### config.mk
export PLATFORM = sky130hd
export DESIGN_NAME = sentry_ahb_sub_regs_flat
export DESIGN_NICKNAME = d
export VERILOG_FILES = /design/src/rtl/sentry_ahb_sub_regs_pkg.sv /design/src/rtl/sentry_ahb_sub_regs_if.sv /design/src/rtl/sentry_ahb_sub_regs_bytemask.sv /design/src/rtl/sentry_ahb_sub_regs.sv /design/src/flat_wrapper.sv
export SDC_FILE = /design/constraint.sdc
export NUM_CORES = 1
export LEC_CHECK = 0
export CORE_MARGIN = 3
export CORE_UTILIZATION = 45
export CTS_BUF_LIST = sky130_fd_sc_hd__clkbuf_8
export CTS_CLUSTER_DIAMETER = 150
export DETAILED_ROUTE_END_ITERATION = 8
export HOLD_SLACK_MARGIN = 0.02
export PLACE_DENSITY = 0.65
export SLEW_MARGIN = 20
export SYNTH_ARGS = -nofsm -noshare
export SYNTH_HDL_FRONTEND = slang
export SYNTH_SLANG_ARGS = --single-unit
### constraint.sdc
create_clock -name clk_in -period 4.81 [get_ports clk_in]
set_clock_uncertainty 0.1 [all_clocks]
set_input_delay 1.2025 -clock clk_in [delete_from_list [all_inputs] [get_ports clk_in]]
set_output_delay 1.2025 -clock clk_in [all_outputs]
set_load 0.01 [all_outputs]
### src/rtl/sentry_ahb_sub_regs_pkg.sv
// Shared AHB-Lite encodings, FSM state type and REG0 bit positions for the sentry subordinate.
package sentry_ahb_pkg;

  localparam logic [1:0] HTRANS_IDLE   = 2'd0;
  localparam logic [1:0] HTRANS_BUSY   = 2'd1;
  localparam logic [1:0] HTRANS_NONSEQ = 2'd2;
  localparam logic [1:0] HTRANS_SEQ    = 2'd3;

  localparam logic [2:0] HSIZE_BYTE = 3'd0;
  localparam logic [2:0] HSIZE_HALF = 3'd1;
  localparam logic [2:0] HSIZE_WORD = 3'd2;

  localparam logic HRESP_OKAY  = 1'b0;
  localparam logic HRESP_ERROR = 1'b1;

  typedef enum logic [2:0] {
    ST_IDLE,
    ST_WAIT,
    ST_DONE,
    ST_ERR1,
    ST_ERR2
  } state_t;

  localparam int REG0_BOOT_DONE_BIT = 0;
  localparam int REG0_LOCK_BIT      = 1;

endpackage

### src/rtl/sentry_ahb_sub_regs_if.sv
// AHB-Lite bus bundle between the interconnect (master side) and the sentry register subordinate.
interface sentry_ahb_sub_regs_if #(
  parameter int ADDR_W = 32,
  parameter int DATA_W = 32
);
  logic              hsel;
  logic [ADDR_W-1:0] haddr;
  logic [1:0]        htrans;
  logic              hwrite;
  logic [2:0]        hsize;
  logic [2:0]        hburst;
  logic              hmastlock;
  logic [3:0]        hprot;
  logic              hnonsec;
  logic [DATA_W-1:0] hwdata;
  logic              hready;
  logic              hreadyout;
  logic              hresp;
  logic [DATA_W-1:0] hrdata;

  modport master (
    output hsel, haddr, htrans, hwrite, hsize, hburst, hmastlock, hprot, hnonsec, hwdata, hready,
    input  hreadyout, hresp, hrdata
  );

  modport slave (
    input  hsel, haddr, htrans, hwrite, hsize, hburst, hmastlock, hprot, hnonsec, hwdata, hready,
    output hreadyout, hresp, hrdata
  );
endinterface

### src/rtl/sentry_ahb_sub_regs_bytemask.sv
// Combinational byte-lane enables (little-endian) and alignment check from hsize/haddr[1:0].
module sentry_ahb_sub_bytemask
  import sentry_ahb_pkg::*;
(
  input  logic [2:0] size,
  input  logic [1:0] addr_lo,
  output logic [3:0] be,
  output logic       misaligned
);
  always_comb begin
    be         = 4'b0000;
    misaligned = 1'b0;
    case (size)
      HSIZE_BYTE: be = 4'b0001 << addr_lo;
      HSIZE_HALF: begin
        be         = addr_lo[1] ? 4'b1100 : 4'b0011;
        misaligned = addr_lo[0];
      end
      HSIZE_WORD: begin
        be         = 4'b1111;
        misaligned = |addr_lo;
      end
      default: be = 4'b0000;
    endcase
  end
endmodule

### src/rtl/sentry_ahb_sub_regs.sv
// Sentry security register file on AHB-Lite; OKAY completes 1+WAIT_STATES cycles after the address phase, stalling via hreadyout.
// Define SENTRY_AHB_SUB_ERRLOG_EN to add read-only ERRADDR/ERRCNT at word indices NUM_REGS and NUM_REGS+1.
module sentry_ahb_sub_regs
  import sentry_ahb_pkg::*;
#(
  parameter int ADDR_W      = 32,
  parameter int DATA_W      = 32,
  parameter int NUM_REGS    = 8,
  parameter int WAIT_STATES = 0,
  parameter int SECURE_ONLY = 1
) (
  input  logic                  clk_in,
  input  logic                  rst,
  sentry_ahb_sub_regs_if.slave  bus,
  output logic                  O_sysctl_secure_boot_done,
  output logic                  O_sysctl_lock
);
`ifdef SENTRY_AHB_SUB_ERRLOG_EN
  localparam int TOT_REGS = NUM_REGS + 2;
`else
  localparam int TOT_REGS = NUM_REGS;
`endif
  localparam int RIDX_W = $clog2(NUM_REGS);
  localparam int IDX_W  = RIDX_W + 1;
  localparam logic [ADDR_W-3:0] TOT_A = (ADDR_W-2)'(TOT_REGS);
  localparam logic [IDX_W-1:0]  NUM_I = IDX_W'(NUM_REGS);
  localparam logic [2:0]        WS_M1 = (WAIT_STATES > 0) ? 3'(WAIT_STATES - 1) : 3'd0;

  state_t            state;
  logic [2:0]        wcnt;
  logic              ph_write;
  logic [IDX_W-1:0]  ph_idx;
  logic [3:0]        ph_be;
  logic [3:0]        acc_be;
  logic              acc_misaligned;
  logic              accept;
  logic              acc_err;
  logic              commit;
  logic              lock_eff;
  logic              ro_err;
  logic [ADDR_W-3:0] waddr;
  logic [DATA_W-1:0] regs [NUM_REGS];
  logic [DATA_W-1:0] rd_word;
  logic              unused_ok;

  sentry_ahb_sub_bytemask u_bytemask (
    .size       (bus.hsize),
    .addr_lo    (bus.haddr[1:0]),
    .be         (acc_be),
    .misaligned (acc_misaligned)
  );

  assign waddr  = bus.haddr[ADDR_W-1:2];
  assign accept = bus.hsel & bus.htrans[1] & bus.hready & bus.hreadyout;
  assign commit = (state == ST_DONE) & ph_write;

  // A lock being set by the write now completing must already block the transfer decoded alongside it.
  assign lock_eff = regs[0][REG0_LOCK_BIT]
                  | (commit & (ph_idx == '0) & ph_be[0] & bus.hwdata[REG0_LOCK_BIT]);

  assign acc_err = (bus.hsize > HSIZE_WORD) | acc_misaligned | (waddr >= TOT_A) | ro_err
                 | ((SECURE_ONLY != 0) & bus.hnonsec) | (bus.hwrite & lock_eff);

  always_ff @(posedge clk_in) begin
    if (rst) begin
      state         <= ST_IDLE;
      bus.hreadyout <= 1'b1;
      bus.hresp     <= HRESP_OKAY;
      wcnt          <= 3'd0;
      ph_write      <= 1'b0;
      ph_idx        <= '0;
      ph_be         <= 4'b0000;
    end else begin
      unique case (state)
        ST_WAIT: begin
          if (wcnt == 3'd0) begin
            state         <= ST_DONE;
            bus.hreadyout <= 1'b1;
          end else begin
            wcnt <= wcnt - 3'd1;
          end
        end
        ST_ERR1: begin
          state         <= ST_ERR2;
          bus.hreadyout <= 1'b1;
          bus.hresp     <= HRESP_ERROR;
        end
        default: begin
          bus.hresp <= HRESP_OKAY;
          if (accept) begin
            ph_write <= bus.hwrite;
            ph_idx   <= waddr[IDX_W-1:0];
            ph_be    <= acc_be;
            if (acc_err) begin
              state         <= ST_ERR1;
              bus.hreadyout <= 1'b0;
              bus.hresp     <= HRESP_ERROR;
            end else if (WAIT_STATES > 0) begin
              state         <= ST_WAIT;
              bus.hreadyout <= 1'b0;
              wcnt          <= WS_M1;
            end else begin
              state         <= ST_DONE;
              bus.hreadyout <= 1'b1;
            end
          end else begin
            state         <= ST_IDLE;
            bus.hreadyout <= 1'b1;
          end
        end
      endcase
    end
  end

  always_ff @(posedge clk_in) begin
    if (rst) begin
      for (int i = 0; i < NUM_REGS; i++) regs[i] <= '0;
    end else if (commit) begin
      if (ph_idx == '0) begin
        if (ph_be[0]) begin
          regs[0][REG0_BOOT_DONE_BIT] <= bus.hwdata[REG0_BOOT_DONE_BIT];
          regs[0][REG0_LOCK_BIT]      <= regs[0][REG0_LOCK_BIT] | bus.hwdata[REG0_LOCK_BIT];
        end
      end else if (ph_idx < NUM_I) begin
        for (int b = 0; b < 4; b++) begin
          if (ph_be[b]) regs[ph_idx[RIDX_W-1:0]][8*b +: 8] <= bus.hwdata[8*b +: 8];
        end
      end
    end
  end

`ifdef SENTRY_AHB_SUB_ERRLOG_EN
  localparam logic [ADDR_W-3:0] NUM_A = (ADDR_W-2)'(NUM_REGS);
  localparam logic [IDX_W-1:0]  CNT_I = IDX_W'(NUM_REGS + 1);
  logic [ADDR_W-1:0] ph_addr;
  logic [ADDR_W-1:0] erraddr;
  logic [7:0]        errcnt;

  assign ro_err = bus.hwrite & (waddr >= NUM_A);

  always_ff @(posedge clk_in) begin
    if (rst) begin
      ph_addr <= '0;
      erraddr <= '0;
      errcnt  <= 8'd0;
    end else begin
      if (accept) ph_addr <= bus.haddr;
      if (state == ST_ERR1) begin
        erraddr <= ph_addr;
        if (errcnt != 8'hFF) errcnt <= errcnt + 8'd1;
      end
    end
  end
`else
  assign ro_err = 1'b0;
`endif

  always_comb begin
    rd_word = '0;
    if (ph_idx == '0) rd_word[1:0] = regs[0][1:0];
    else if (ph_idx < NUM_I) rd_word = regs[ph_idx[RIDX_W-1:0]];
`ifdef SENTRY_AHB_SUB_ERRLOG_EN
    else if (ph_idx == NUM_I) rd_word = DATA_W'(erraddr);
    else if (ph_idx == CNT_I) rd_word[7:0] = errcnt;
`endif
  end

  assign bus.hrdata = (state == ST_DONE && !ph_write) ? rd_word : '0;

  assign O_sysctl_secure_boot_done = regs[0][REG0_BOOT_DONE_BIT];
  assign O_sysctl_lock             = regs[0][REG0_LOCK_BIT];

  assign unused_ok = ^{bus.hburst, bus.hmastlock, bus.hprot};
endmodule
### src/flat_wrapper.sv
// flat-port wrapper written by rule: the top's interface ports become plain ports
module sentry_ahb_sub_regs_flat import sentry_ahb_pkg::*;
#(
  parameter int ADDR_W      = 32,
  parameter int DATA_W      = 32,
  parameter int NUM_REGS    = 8,
  parameter int WAIT_STATES = 0,
  parameter int SECURE_ONLY = 1
)
  (clk_in, rst, O_sysctl_secure_boot_done, O_sysctl_lock, bus_hsel, bus_haddr, bus_htrans, bus_hwrite, bus_hsize, bus_hburst, bus_hmastlock, bus_hprot, bus_hnonsec, bus_hwdata, bus_hready, bus_hreadyout, bus_hresp, bus_hrdata);
  sentry_ahb_sub_regs_if #(.ADDR_W(ADDR_W), .DATA_W(DATA_W)) bus_i ();
  input  logic clk_in;
  input  logic rst;
  output logic O_sysctl_secure_boot_done;
  output logic O_sysctl_lock;
  input wire logic [$bits(bus_i.hsel)-1:0] bus_hsel;
  input wire logic [$bits(bus_i.haddr)-1:0] bus_haddr;
  input wire logic [$bits(bus_i.htrans)-1:0] bus_htrans;
  input wire logic [$bits(bus_i.hwrite)-1:0] bus_hwrite;
  input wire logic [$bits(bus_i.hsize)-1:0] bus_hsize;
  input wire logic [$bits(bus_i.hburst)-1:0] bus_hburst;
  input wire logic [$bits(bus_i.hmastlock)-1:0] bus_hmastlock;
  input wire logic [$bits(bus_i.hprot)-1:0] bus_hprot;
  input wire logic [$bits(bus_i.hnonsec)-1:0] bus_hnonsec;
  input wire logic [$bits(bus_i.hwdata)-1:0] bus_hwdata;
  input wire logic [$bits(bus_i.hready)-1:0] bus_hready;
  output wire logic [$bits(bus_i.hreadyout)-1:0] bus_hreadyout;
  output wire logic [$bits(bus_i.hresp)-1:0] bus_hresp;
  output wire logic [$bits(bus_i.hrdata)-1:0] bus_hrdata;
  assign bus_i.hsel = bus_hsel;
  assign bus_i.haddr = bus_haddr;
  assign bus_i.htrans = bus_htrans;
  assign bus_i.hwrite = bus_hwrite;
  assign bus_i.hsize = bus_hsize;
  assign bus_i.hburst = bus_hburst;
  assign bus_i.hmastlock = bus_hmastlock;
  assign bus_i.hprot = bus_hprot;
  assign bus_i.hnonsec = bus_hnonsec;
  assign bus_i.hwdata = bus_hwdata;
  assign bus_i.hready = bus_hready;
  assign bus_hreadyout = bus_i.hreadyout;
  assign bus_hresp = bus_i.hresp;
  assign bus_hrdata = bus_i.hrdata;
  sentry_ahb_sub_regs #(.ADDR_W(ADDR_W), .DATA_W(DATA_W), .NUM_REGS(NUM_REGS), .WAIT_STATES(WAIT_STATES), .SECURE_ONLY(SECURE_ONLY)) u_core (.clk_in(clk_in), .rst(rst), .bus(bus_i), .O_sysctl_secure_boot_done(O_sysctl_secure_boot_done), .O_sysctl_lock(O_sysctl_lock));
endmodule
Word-level counts from Yosys, hierarchy flattened
Memories as Yosys holds them, arrays and structs flattened. A register that Yosys moved wholly into a read port is not among the register bits.
Cells that the tools add are included.
Word-level totals
  bits in registers: 17
  RAM bits: 256
  memories kept: 1
Memories
  u_core.regs: depth 8, bits a word 32, read ports 2, clocked after memory_dff 1, wr ports 8, RTL line sentry_ahb_sub_regs.sv:42  | logic [DATA_W-1:0] regs [NUM_REGS];
Cells by class
  add/subtract/negate cells: 1
  order comparisons: 3
  equal/unequal tests: 6
  shift-type cells: 1
  multiplexer cells: 55
  bitwise gates (word level): 18
  reduce and logical (&&, ||, !) cells: 10
Operator list (count)
  32-bit two-way mux: 3
  1-bit two-way mux: 38
  32-bit OR reduction: 1
  30-bit by 4-bit greater-or-equal comparator with 1-bit output (second input constant): 1
  30-bit two-way mux: 1
  3-bit two-way mux: 4
  4-bit one-hot mux with 3 select lines: 1
  3-bit by 2-bit == test with 1-bit output (second input constant): 3
  1-bit AND: 8
  1-bit bitwise OR: 8
  3-bit by 1-bit == test with 1-bit output (second input constant): 2
  3-bit logical NOT: 2
  6-bit two-way mux: 1
  1-bit one-hot mux with 2 select lines: 3
  3-bit one-hot mux with 2 select lines: 1
  4-bit logical NOT: 1
  4-bit less-than comparator (second input constant): 1
  2-bit two-way mux: 2
  4-bit two-way mux: 1
  2-bit AND reduction: 2
  2-bit OR reduction: 2
  1-bit by 2-bit << shifter with 4-bit output (first input constant): 1
  3-bit by 2-bit greater-than comparator with 1-bit output (second input constant): 1
  3-bit by 1-bit subtractor with 3-bit output (second input constant): 1
  other kinds (4): 5

Logic depth before layout (Yosys ltp)
Gate-level depths: netlist of run 1.
  word-level depth: 11
  gate-level depth with buffers: 7
  gate-level depth less buffers: 7

Cells and area by module
From an unflattened synthesis of run 1, not the netlist that was laid out.
Unflattened totals
  cells, all modules: 839
  area, all modules: 12565.8 µm²
Modules (own cells, without submodules)
  sentry_ahb_sub_regs: times used 1, cells an instance 823, area each 12483.2 µm², sequential area each 8087.8 µm²
  sentry_ahb_sub_bytemask: times used 1, cells an instance 16, area each 82.6 µm², sequential area each 0.0 µm²

Worst setup path before layout of run 1
OpenSTA, ideal clock, no wires.
  kind: register to output
  start: register (tool-made name)
  end: output bus_hrdata[10]
  arrival time: 1.532 ns
  path slack: 1.975 ns
  stages on the path, launching flop included: 6
  buffers on the path: 2
  cells stage by stage: dfxtp_1 buf_2 buf_2 mux4_2 mux2i_1 nor2_1
RTL lines
  end: declaration: RTL line flat_wrapper.sv:29  | output wire logic [$bits(bus_i.hrdata)-1:0] bus_hrdata;

Worst setup path in the final report of run 1
  start: register u_core.ph_idx[0]
  end: output bus_hrdata[12]
Between the ends
  word-level cells in the longest chain between the ends: 4
  elaborated cells on any way between the ends: 5
  classes of those cells: order compare (1); mux (3); reduce/logical (1)
Ends and longest elaborated chain
  start: declaration: RTL line sentry_ahb_sub_regs.sv:32  | logic [IDX_W-1:0] ph_idx;
  start signal: assignment: RTL line sentry_ahb_sub_regs.sv:92  | ph_idx <= waddr[IDX_W-1:0];
  4-bit less-than comparator: RTL line sentry_ahb_sub_regs.sv:161  | else if (ph_idx < NUM_I) rd_word = regs[ph_idx[RIDX_W-1:0]];
  32-bit two-way mux: RTL line sentry_ahb_sub_regs.sv:161
  30-bit two-way mux *: RTL line sentry_ahb_sub_regs.sv:160  | if (ph_idx == '0) rd_word[1:0] = regs[0][1:0];
  32-bit two-way mux *: RTL line sentry_ahb_sub_regs.sv:168  | assign bus.hrdata = (state == ST_DONE && !ph_write) ? rd_word : '0;
Mark *: on every way between the ends. The rest lies on a longest branch, timed or not.

==> results.md, run 1 <==
- Post-CTS timing repair inserted 0 buffers for setup.
- The worst voltage drop across the vdd grid is 130 uV.
- The TritonCTS clock tree is built.
- The async set-reset flop share out of synthesis is 0.
- The die span in y is roughly 170 um.
- Clock-pin slew was measured on the worst setup and hold paths at around 0.060 ns.
- In this run the tightest slew margin relative to its limit is 0.469.
- Once detail routing completed, the nets flagged for antenna violations numbered 0.
- In the synthesized netlist the dominant register cell turns out to be sky130_fd_sc_hd__edfxtp_1.
- The total wirelength of the detailed-routed design is between 20 and 30 mm.
- After the first detailed-routing iteration, the DRC count stood at roughly 460.
- In this run, CTS created clock tree buffers numbering 44.
- The floorplan core area is about 0.027 mm2.
- Compared with the post-synthesis result, the final layout area differs by 18.5%.
- Max-cap violations in this run came to 0.
- Across all hold checks on the routed design, the worst slack comes to approximately 0.39 ns.
- The critical path required time is about 3.5 ns.
- The final critical-path required period is between 4 and 5 ns.
- The number of placement rows is 60.
- The routability-driven placement congestion ratio is approximately 0.76.
- The aggregate global-route resource usage is 0.179.
- The count of distinct cell types in the synthesized netlist is 42.
- Along the worst path, the maximum fanout reaches 12.
- The pin slew with the least headroom to its limit is 0.794 ns.
- Entering global routing, the biggest net connects 70 pins.
- Of the total power, the share spent switching nets is 0.216.
- The power density over the cells is 319 mW/mm2.
- Synthesis handed over a netlist of a little over 800 instances.
- The leftover overflow at the end of global routing is 0.
- The power share of the combinational group is 0.064.
- The run finished with clean final reports.
- The die area is 0.0300 mm2.
- The final worst-path cycle share is 0.948.
- The clock latency on the worst-skew pair is 0.53 ns.
- The met1 track demand over resource in global routing is 0.237.
- Internal power comes to around 3.7 mW.
- Summed over all cells, the static leakage comes to roughly 5.2 nW.
- Once detailed placement completed, the half-perimeter wirelength came to around 18 mm.
- The clock passes through at most 3 buffers.
- The arrival time of data at the critical path endpoint is around 3.3 ns.
- The analysis attributes to net switching a power of 1.03 mW.
- The number of antenna repair diodes is 0.
- The first global-routing pass estimated between 40 and 50 mm of wire.
- The count of final setup violators is 0.
- In this run the cell area of the synthesized design comes to 0.0126 mm2.
- The number of max-slew violations in the final report is 0.
- The type of destination of the critical path is an output pin.
- The number of buffers added on ports is around 110.
- After detailed routing, the number of vias per cell comes to roughly 5.1.
- The final hold violation count is 0.
- The residual DRC count is 0.
- The met2 usage is 0.304.
- The count of cells in the finished layout, fillers not included, comes to 1,385.
- In this run the number of H-tree levels came out at 2.
- In the global route stage, met3 resource usage came out at 0.0335.
- The busiest layer in global routing is met2.
- The sink count of the clock tree is between 200 and 300.
- The worst setup path category is reg -> out.
- The fraction of final layout cells with drive strength greater than 1 is 0.160.
- During I/O placement, the number of pins put on the boundary was ~120.
- The filler cells instantiated in the layout total between 2,000 and 2,500.
- The quantity of hold-fixing buffers added after cts is 0.
- The net count of the finished layout is roughly 1,100.
- In this run, post-CTS repair resized a total of 0 instances.
- The number of flops mapped to enable cells by yosys is 256.
- The sequential fraction of design power is 0.576.
- The achievable frequency is between 200 and 250 MHz.
- Setup slack on the worst reg-to-reg path comes out at about 2.1 ns.
- The share of total power dissipated in the clock network is 0.359.
- Setup repair after global routing left no endpoint under its margin.
- The average size of a mapped cell is 15.2 um2.
- The first TritonRoute pass finished after 5 iterations.
- The synthesized flop and latch total is 276.
- During synthesis, Yosys emitted a total of 0 warnings.
- For this block, the via count after detailed routing is slightly above 7,000.
- The initial utilization of the core area, before any placement, comes to 0.462.
- The via count of the first global-routing pass is between 7,000 and 8,000.
- For this run, the register share of the synthesized area comes to 0.642.
- The worst min-delay path class is reg -> reg.
- The number of antenna violations at the first check in global routing is 0.
- The tree is rooted in a sky130_fd_sc_hd__clkbuf_8.
- From left edge to right edge, the die measures roughly 170 um.
- The element type at the critical path start is a flop.
- The count of placed standard cells including taps is ~1,300.
- The summed negative setup slack over all endpoints is 0 ns.
- After detailed routing, the average wire length per cell comes to approximately 19 um.
-- per-stage QoR --
step / utilization / total power, mW / area [um2] / worst slack (ns)
2_1_floorplan: - / 2.95 / 12700 / 1.98
3_3_place_gp: 0.520 / 3.10 / 14200 / 0.826
3_5_place_dp: 0.520 / 3.11 / 14200 / 0.773
4_1_cts: 0.547 / 4.82 / 14900 / 0.199
5_1_grt: 0.547 / 4.95 / 14900 / 0.0207
6_report: 0.547 / 4.76 / 14900 / 0.252
-- state kept, by name (all words and copies together), names as in the netlist, named ones only --
signal / cells
u_core.ph_be: 4
u_core.ph_idx: 4
u_core.state: 3
u_core.bus.hresp: 1
u_core.ph_write: 1
u_core.regs: 256
u_core.wcnt: 3
u_core.bus.hreadyout: 1
-- layout by cell type, fill, tap and decap left out, types with 3 or more instances in the layout --
cell type and n:
sky130_fd_sc_hd__a211oi_1 5, sky130_fd_sc_hd__a21oi_1 10, sky130_fd_sc_hd__and2_1 225, sky130_fd_sc_hd__buf_4 5
sky130_fd_sc_hd__clkbuf_8 46, sky130_fd_sc_hd__clkdlybuf4s50_1 108, sky130_fd_sc_hd__clkinv_1 5, sky130_fd_sc_hd__conb_1 30
sky130_fd_sc_hd__dfxtp_1 17, sky130_fd_sc_hd__edfxtp_1 256, sky130_fd_sc_hd__inv_1 23, sky130_fd_sc_hd__mux2i_1 32
sky130_fd_sc_hd__mux4_2 64, sky130_fd_sc_hd__nand2_1 17, sky130_fd_sc_hd__nand2b_1 5, sky130_fd_sc_hd__nand3_1 4
sky130_fd_sc_hd__nand3b_1 3, sky130_fd_sc_hd__nand4_4 4, sky130_fd_sc_hd__nor2_1 48, sky130_fd_sc_hd__nor2_2 29
sky130_fd_sc_hd__nor2b_1 4, sky130_fd_sc_hd__nor3_1 3, sky130_fd_sc_hd__nor4_1 8, sky130_fd_sc_hd__o21ai_0 4
sky130_fd_sc_hd__or2_1 28
-- per-layer routing --
layer  wire, um  share of wire
met1      11500           0.44
met2      13000           0.49
met3       1350          0.051
met4        605          0.023
met5          0              0
-- cell families (layout without fill, tap and decap cells) --
group	Yosys count	count (layout)	share of synthesized area
buf+inv	38	192	0.0130
mux	96	96	0.140
compound gates	27	27	0.0143
simple gates	389	389	0.187
flops	276	276	0.642
xor+xnor	1	1	0.000696
other cells	1	30	0.000298
fa+ha+maj	2	2	0.00199
-- final cells by class --
cell class	instances	area [um2]	area share
Clock buffer	46	633	0.0424
Clock inverter	27	104	0.00696
Inverter	3	11.3	0.000755
Multi-Input combinational cell	545	4450	0.298
Sequential cell	276	8090	0.543
Tap cell	372	465	0.0312
Timing Repair Buffer	116	1160	0.0780
-- path summary, 6_finish.rpt --
path                    startpoint                  to  cells after the start
setup / recovery  u_core.ph_idx[0]      bus_hrdata[12]                      5
hold / removal     u_core.ph_be[3]     u_core.ph_be[3]                      2
setup reg to reg  u_core.ph_idx[0]  u_core.regs[5][17]                      4
hold reg to reg    u_core.ph_be[3]     u_core.ph_be[3]                      2
-- worst max-delay path, stage by stage, from the launching register on --
cell                              delay, ns
sky130_fd_sc_hd__dfxtp_1               0.48
sky130_fd_sc_hd__or3_1                 0.51
sky130_fd_sc_hd__nand3_1               0.65
sky130_fd_sc_hd__buf_4                 0.41
sky130_fd_sc_hd__nor2_1                0.13
sky130_fd_sc_hd__clkdlybuf4s50_1       0.55
-- cell usage after synthesis (all sizes together) (3+ instances only) --
library cell,count,area (um2)
nand2,17,63.8
inv,3,11.3
dfxtp,20,400
or2,28,175
mux2i,32,320
nand3,4,20.0
nand2b,5,31.3
and2,225,1410
nand3b,3,22.5
nor2,77,362
nor2b,4,25.0
a211oi,5,37.5
buf,18,88.8
o21ai,4,20.0
clkbuf,17,63.8
nor3,3,15.0
edfxtp,256,7690
a21oi,10,50.1
mux4,64,1440
nand4,6,97.6
nor4,8,50.1
-- power by group through the flow --
stage	Sequential, mW	Combinational [mW]	Clock [mW]
2_1_floorplan	2.77	0.178	0
3_3_place_gp	2.79	0.308	0
3_5_place_dp	2.79	0.311	0
4_1_cts	2.75	0.312	1.76
5_1_grt	2.75	0.332	1.87
6_report	2.74	0.307	1.71
Power figures use the tool's default switching activity.
==> run 2, diff against run 1 <==
- ABC_AREA: not set -> 1
==> run 2 against run 1 <==
Hold slack worse by 0.046 ns; combinational power up 20%; clock-buffer cell count unchanged; sequential power about the same; sequential share of layout area up 1.6 points; clock power up 4%; synthesized cell count up 47%; first-iteration DRC count up 85%; critical path depth up 1; core utilization up 0.26 points; fmax up 4.2%.
==> results.md, run 2 <==
- The flow ran to the end, and the final reports show no timing, DRC or antenna violations.
- The count of distinct cell types in the synthesized netlist is 25.
- The largest registers in the layout are u_core.regs: 256 flops, u_core.ph_be: 4 flops, u_core.ph_idx: 4 flops.
- The residual DRC count is 0.
- Setup repair after global routing left no endpoint under its margin.
- The width of the die is approximately 170 um.
- The top cell types in the final layout, fill and taps aside, are sky130_fd_sc_hd__nor2_1 (447), sky130_fd_sc_hd__edfxtp_1 (256), sky130_fd_sc_hd__o21ai_0 (173).
- Entering global routing, the biggest net connects ~80 pins.
- The static power due to leakage is around 5.6 nW.
- The hold-critical path endpoint is u_core.wcnt[0].
- In the final layout, the multi-input gates occupy between 0.003 and 0.004 mm2.
- The number of nets in the finished design is 1,448.
- The total wirelength of the detailed-routed design is 29.9 mm.
- The final core utilization is 0.550.
- Once the clock tree was built, the resizer swapped 0 gates to a different size.
- The min-delay analysis places its worst path in the category reg -> reg.
- The final hold violation count was 0.
- The most used cell along the critical path is sky130_fd_sc_hd__o21ai_0.
- The worst-case headroom to the max-slew limit is 0.296.
- The hold-critical path depth is 1.
- The floorplan core area is 0.0264 mm2.
- The initial core utilization is 0.463.
- The average size of a mapped cell is around 10 um2.
- Clock tree synthesis inserted a total of 45 buffers.
- The length of the first detailed-routing pass in iterations is 5.
- The number of instances in the synthesized netlist is ~1,200.
- The worst setup path is captured at an output pin.
- The synthesized design contains between 200 and 300 enable-type register cells.
- The worst setup path is launched from a flop.
- The final critical-path required period is around 4.4 ns.
- Summing every instance area after synthesis gives ~0.012 mm2.
- The share of synthesized area occupied by flip-flops and latches is 0.663.
- The routability-driven placement congestion ratio is approximately 0.78.
- The buffer count from post-CTS setup fixing is 0.
- The sum of net half-perimeters after detailed placement is 18.9 mm.
- Max-cap violations in this run came to 0.
- The number of max-slew violations in the final report is 0.
- The count of nets left with antenna violations once routing finished came out at 0.
- The number of antenna diodes in the final layout is 0.
- The root buffer cell is sky130_fd_sc_hd__clkbuf_8.
- The clock net in this run drives a total of between 200 and 300 sinks.
- The number of antenna violations at the first check in global routing is 0.
- After routing the design area is between 0.01 and 0.015 mm2.
- Of the cells placed in the final design, the portion with a size suffix greater than 1 is 0.0733.
- Yosys printed 0 warnings.
- The placed cell area is roughly 0.014 mm2.
- The cell with the largest stage delay on the worst path is sky130_fd_sc_hd__dfxtp_4.
- The number of buffers added on ports is 109.
- The most common cell after layout, fill and taps aside is sky130_fd_sc_hd__nor2_1.
- Clock latency on the worst-skew pair, taken at its later pin, is about 0.54 ns.
- Of all nets on the critical path, the largest fanout is 46.
- The count of final setup violators is 0.
- In this run, synthesis produced a sequential element count of around 280.
- In this run the most critical hold path is launched from u_core.wcnt[0].
- The register-to-register setup slack is 2.05 ns.
- The first global-routing pass estimated roughly 47 mm of wire.
- The worst reg2reg path startpoint is u_core.ph_idx[2].
- The count of routing violations after the opening detailed-route iteration is 856.
- The CTS H-tree depth is 2.
- The number of fill cells in the layout is between 2,000 and 2,500.
- The area occupied by registers is 0.00809 mm2.
- The area growth from synthesis to layout is 18.8%.
- The pin slew with the least headroom to its limit is around 1.0 ns.
- In the final routed layout, each cell accounts on average for roughly 17 um.
- Among all flip-flop cells after synthesis, the most frequent one is sky130_fd_sc_hd__edfxtp_1.
- The die span in y is 171 um.
- The via count of the first global-routing pass was 8,994.
- The clock passes through at most 3 buffers.
- The share of synthesized area in the top cell type comes to 0.630.
- After clock tree synthesis, the clock-pin slew on the worst setup and hold paths is around 0.060 ns.
- The register with the most flip-flops in the final layout is u_core.regs.
- Counting instances in the post-synthesis netlist gives the leading cell types as sky130_fd_sc_hd__nor2_1 (447), sky130_fd_sc_hd__edfxtp_1 (256), sky130_fd_sc_hd__o21ai_0 (173).
- sky130_fd_sc_hd__edfxtp_1 takes more of the synthesized area than any other cell.
- The number of cell instances on the worst register-to-register path is 8.
- For this run the aggregate overflow at the end of global routing stands at 0.
- The number of placement rows is approximately 60.
- The number of ports placed on the die boundary is approximately 120.
- The register with the most flip-flops in the layout has approximately 260 of them.
- In the finished design, the share of the clock period the worst path needs comes to 0.909.
- The worst-case IR drop observed on VDD is 151 uV.
- Using the TritonRoute via totals, the vias-per-cell ratio works out to ~5.3.
- The TritonCTS clock tree is built.
- The quantity of hold-fixing buffers added after cts is 0.
- The most numerous cell in the Yosys netlist is sky130_fd_sc_hd__nor2_1.
- Static timing analysis puts the maximum clock frequency at 229 MHz.
- The signal on the critical path passes through buf_4 > o21ai_0 > o22ai_1 > o21ai_0 > a31oi_1 > clkdlybuf4s50_1.
- Of all flip-flops after synthesis, the portion carrying an async set or reset was 0.
- The summed negative setup slack over all endpoints is 0 ns.
- Across every metal layer, demand over resource in global routing totals 0.205.
- Dividing total power by cell area gives a power density of between 300 and 400 mW/mm2.
- The detailed router placed approximately 9,100 vias in this run.
- The floorplan step defined a die boundary enclosing between 0.02 and 0.03 mm2.
- By area the synthesized netlist is led by sky130_fd_sc_hd__edfxtp_1 (63%), sky130_fd_sc_hd__nor2_1 (14%), sky130_fd_sc_hd__o21ai_0 (7.1%).
- For the worst setup path, the data required time is between 3 and 4 ns.
- The endpoint of the worst-slack reg-to-reg timing path is u_core.regs[3][11].
- For this run, the slowest stage of the critical path takes about 0.63 ns.
- The critical path is of the reg -> out type.
- For the worst setup path, the data arrival time is approximately 3 ns.
## run 2: through the flow
step | total power, mW | instances | hold slack, ns | worst slack (ns)
6_report | 4.88 | 1727 | 0.344 | 0.436
5_1_grt | 5.06 | 1727 | 0.366 | 0.276
4_1_cts | 4.91 | 1727 | 0.346 | 0.432
3_5_place_dp | 3.16 | 1651 | 0.339 | 1.00
3_3_place_gp | 3.15 | 1651 | 0.338 | 1.00
2_1_floorplan | 2.99 | 1250 | 0.322 | 2.05
## run 2: area by class of cell
| class | count | area share |
|---|---|---|
| well taps | 335 | 0.0289 |
| multi-input cells | 854 | 0.260 |
| clock buffers | 46 | 0.0437 |
| repair buffers | 125 | 0.0849 |
| flip-flops and latches | 276 | 0.558 |
| inverters | 61 | 0.0159 |
| clock inverters | 30 | 0.00811 |
## run 2: cells by family (layout without fill, tap and decap cells)
kind of cell             after synthesis  after routing  synth area share
AND/OR/NAND/NOR                      567            567             0.185
other                                  1             30          0.000307
adder cells (fa/ha/maj)                2              2           0.00205
AO/OA/AOI/OAI                        255            255             0.112
buffers and inverters                120            262            0.0372
flip-flops                           276            276             0.663
## run 2: how the worst max path moves through the flow
stage	slack (ns)	end	cells past startpoint	startpoint
6_report	0.44	bus_hrdata[31]	6	flop
3_5_place_dp	1.00	bus_hrdata[31]	6	flop
2_1_floorplan	2.05	bus_hrdata[22]	7	flop
5_1_grt	0.28	bus_hrdata[20]	7	flop
4_1_cts	0.43	bus_hrdata[31]	6	flop
3_3_place_gp	1.00	bus_hrdata[31]	6	flop
## run 2: critical path: cells and delay by family, from the launching register on
kind | cells | cell delay [ns]
compound gates | 4 | 0.78
buf+inv | 2 | 1.12
flops | 1 | 0.63
## run 2: report_power, final
group,switching (mW),internal (mW),total (mW)
combinational,0.237,0.131,0.368
clock,0.887,0.878,1.77
sequential,0.0356,2.71,2.74
## run 2: routing by layer
metal,GRT usage,part of all wire,vias to the layer above
met5,0,0,-
met4,0.0607,0.024,0
met3,0.0374,0.065,60
met2,0.352,0.48,291
met1,0.268,0.43,4335
li1,-,-,4457
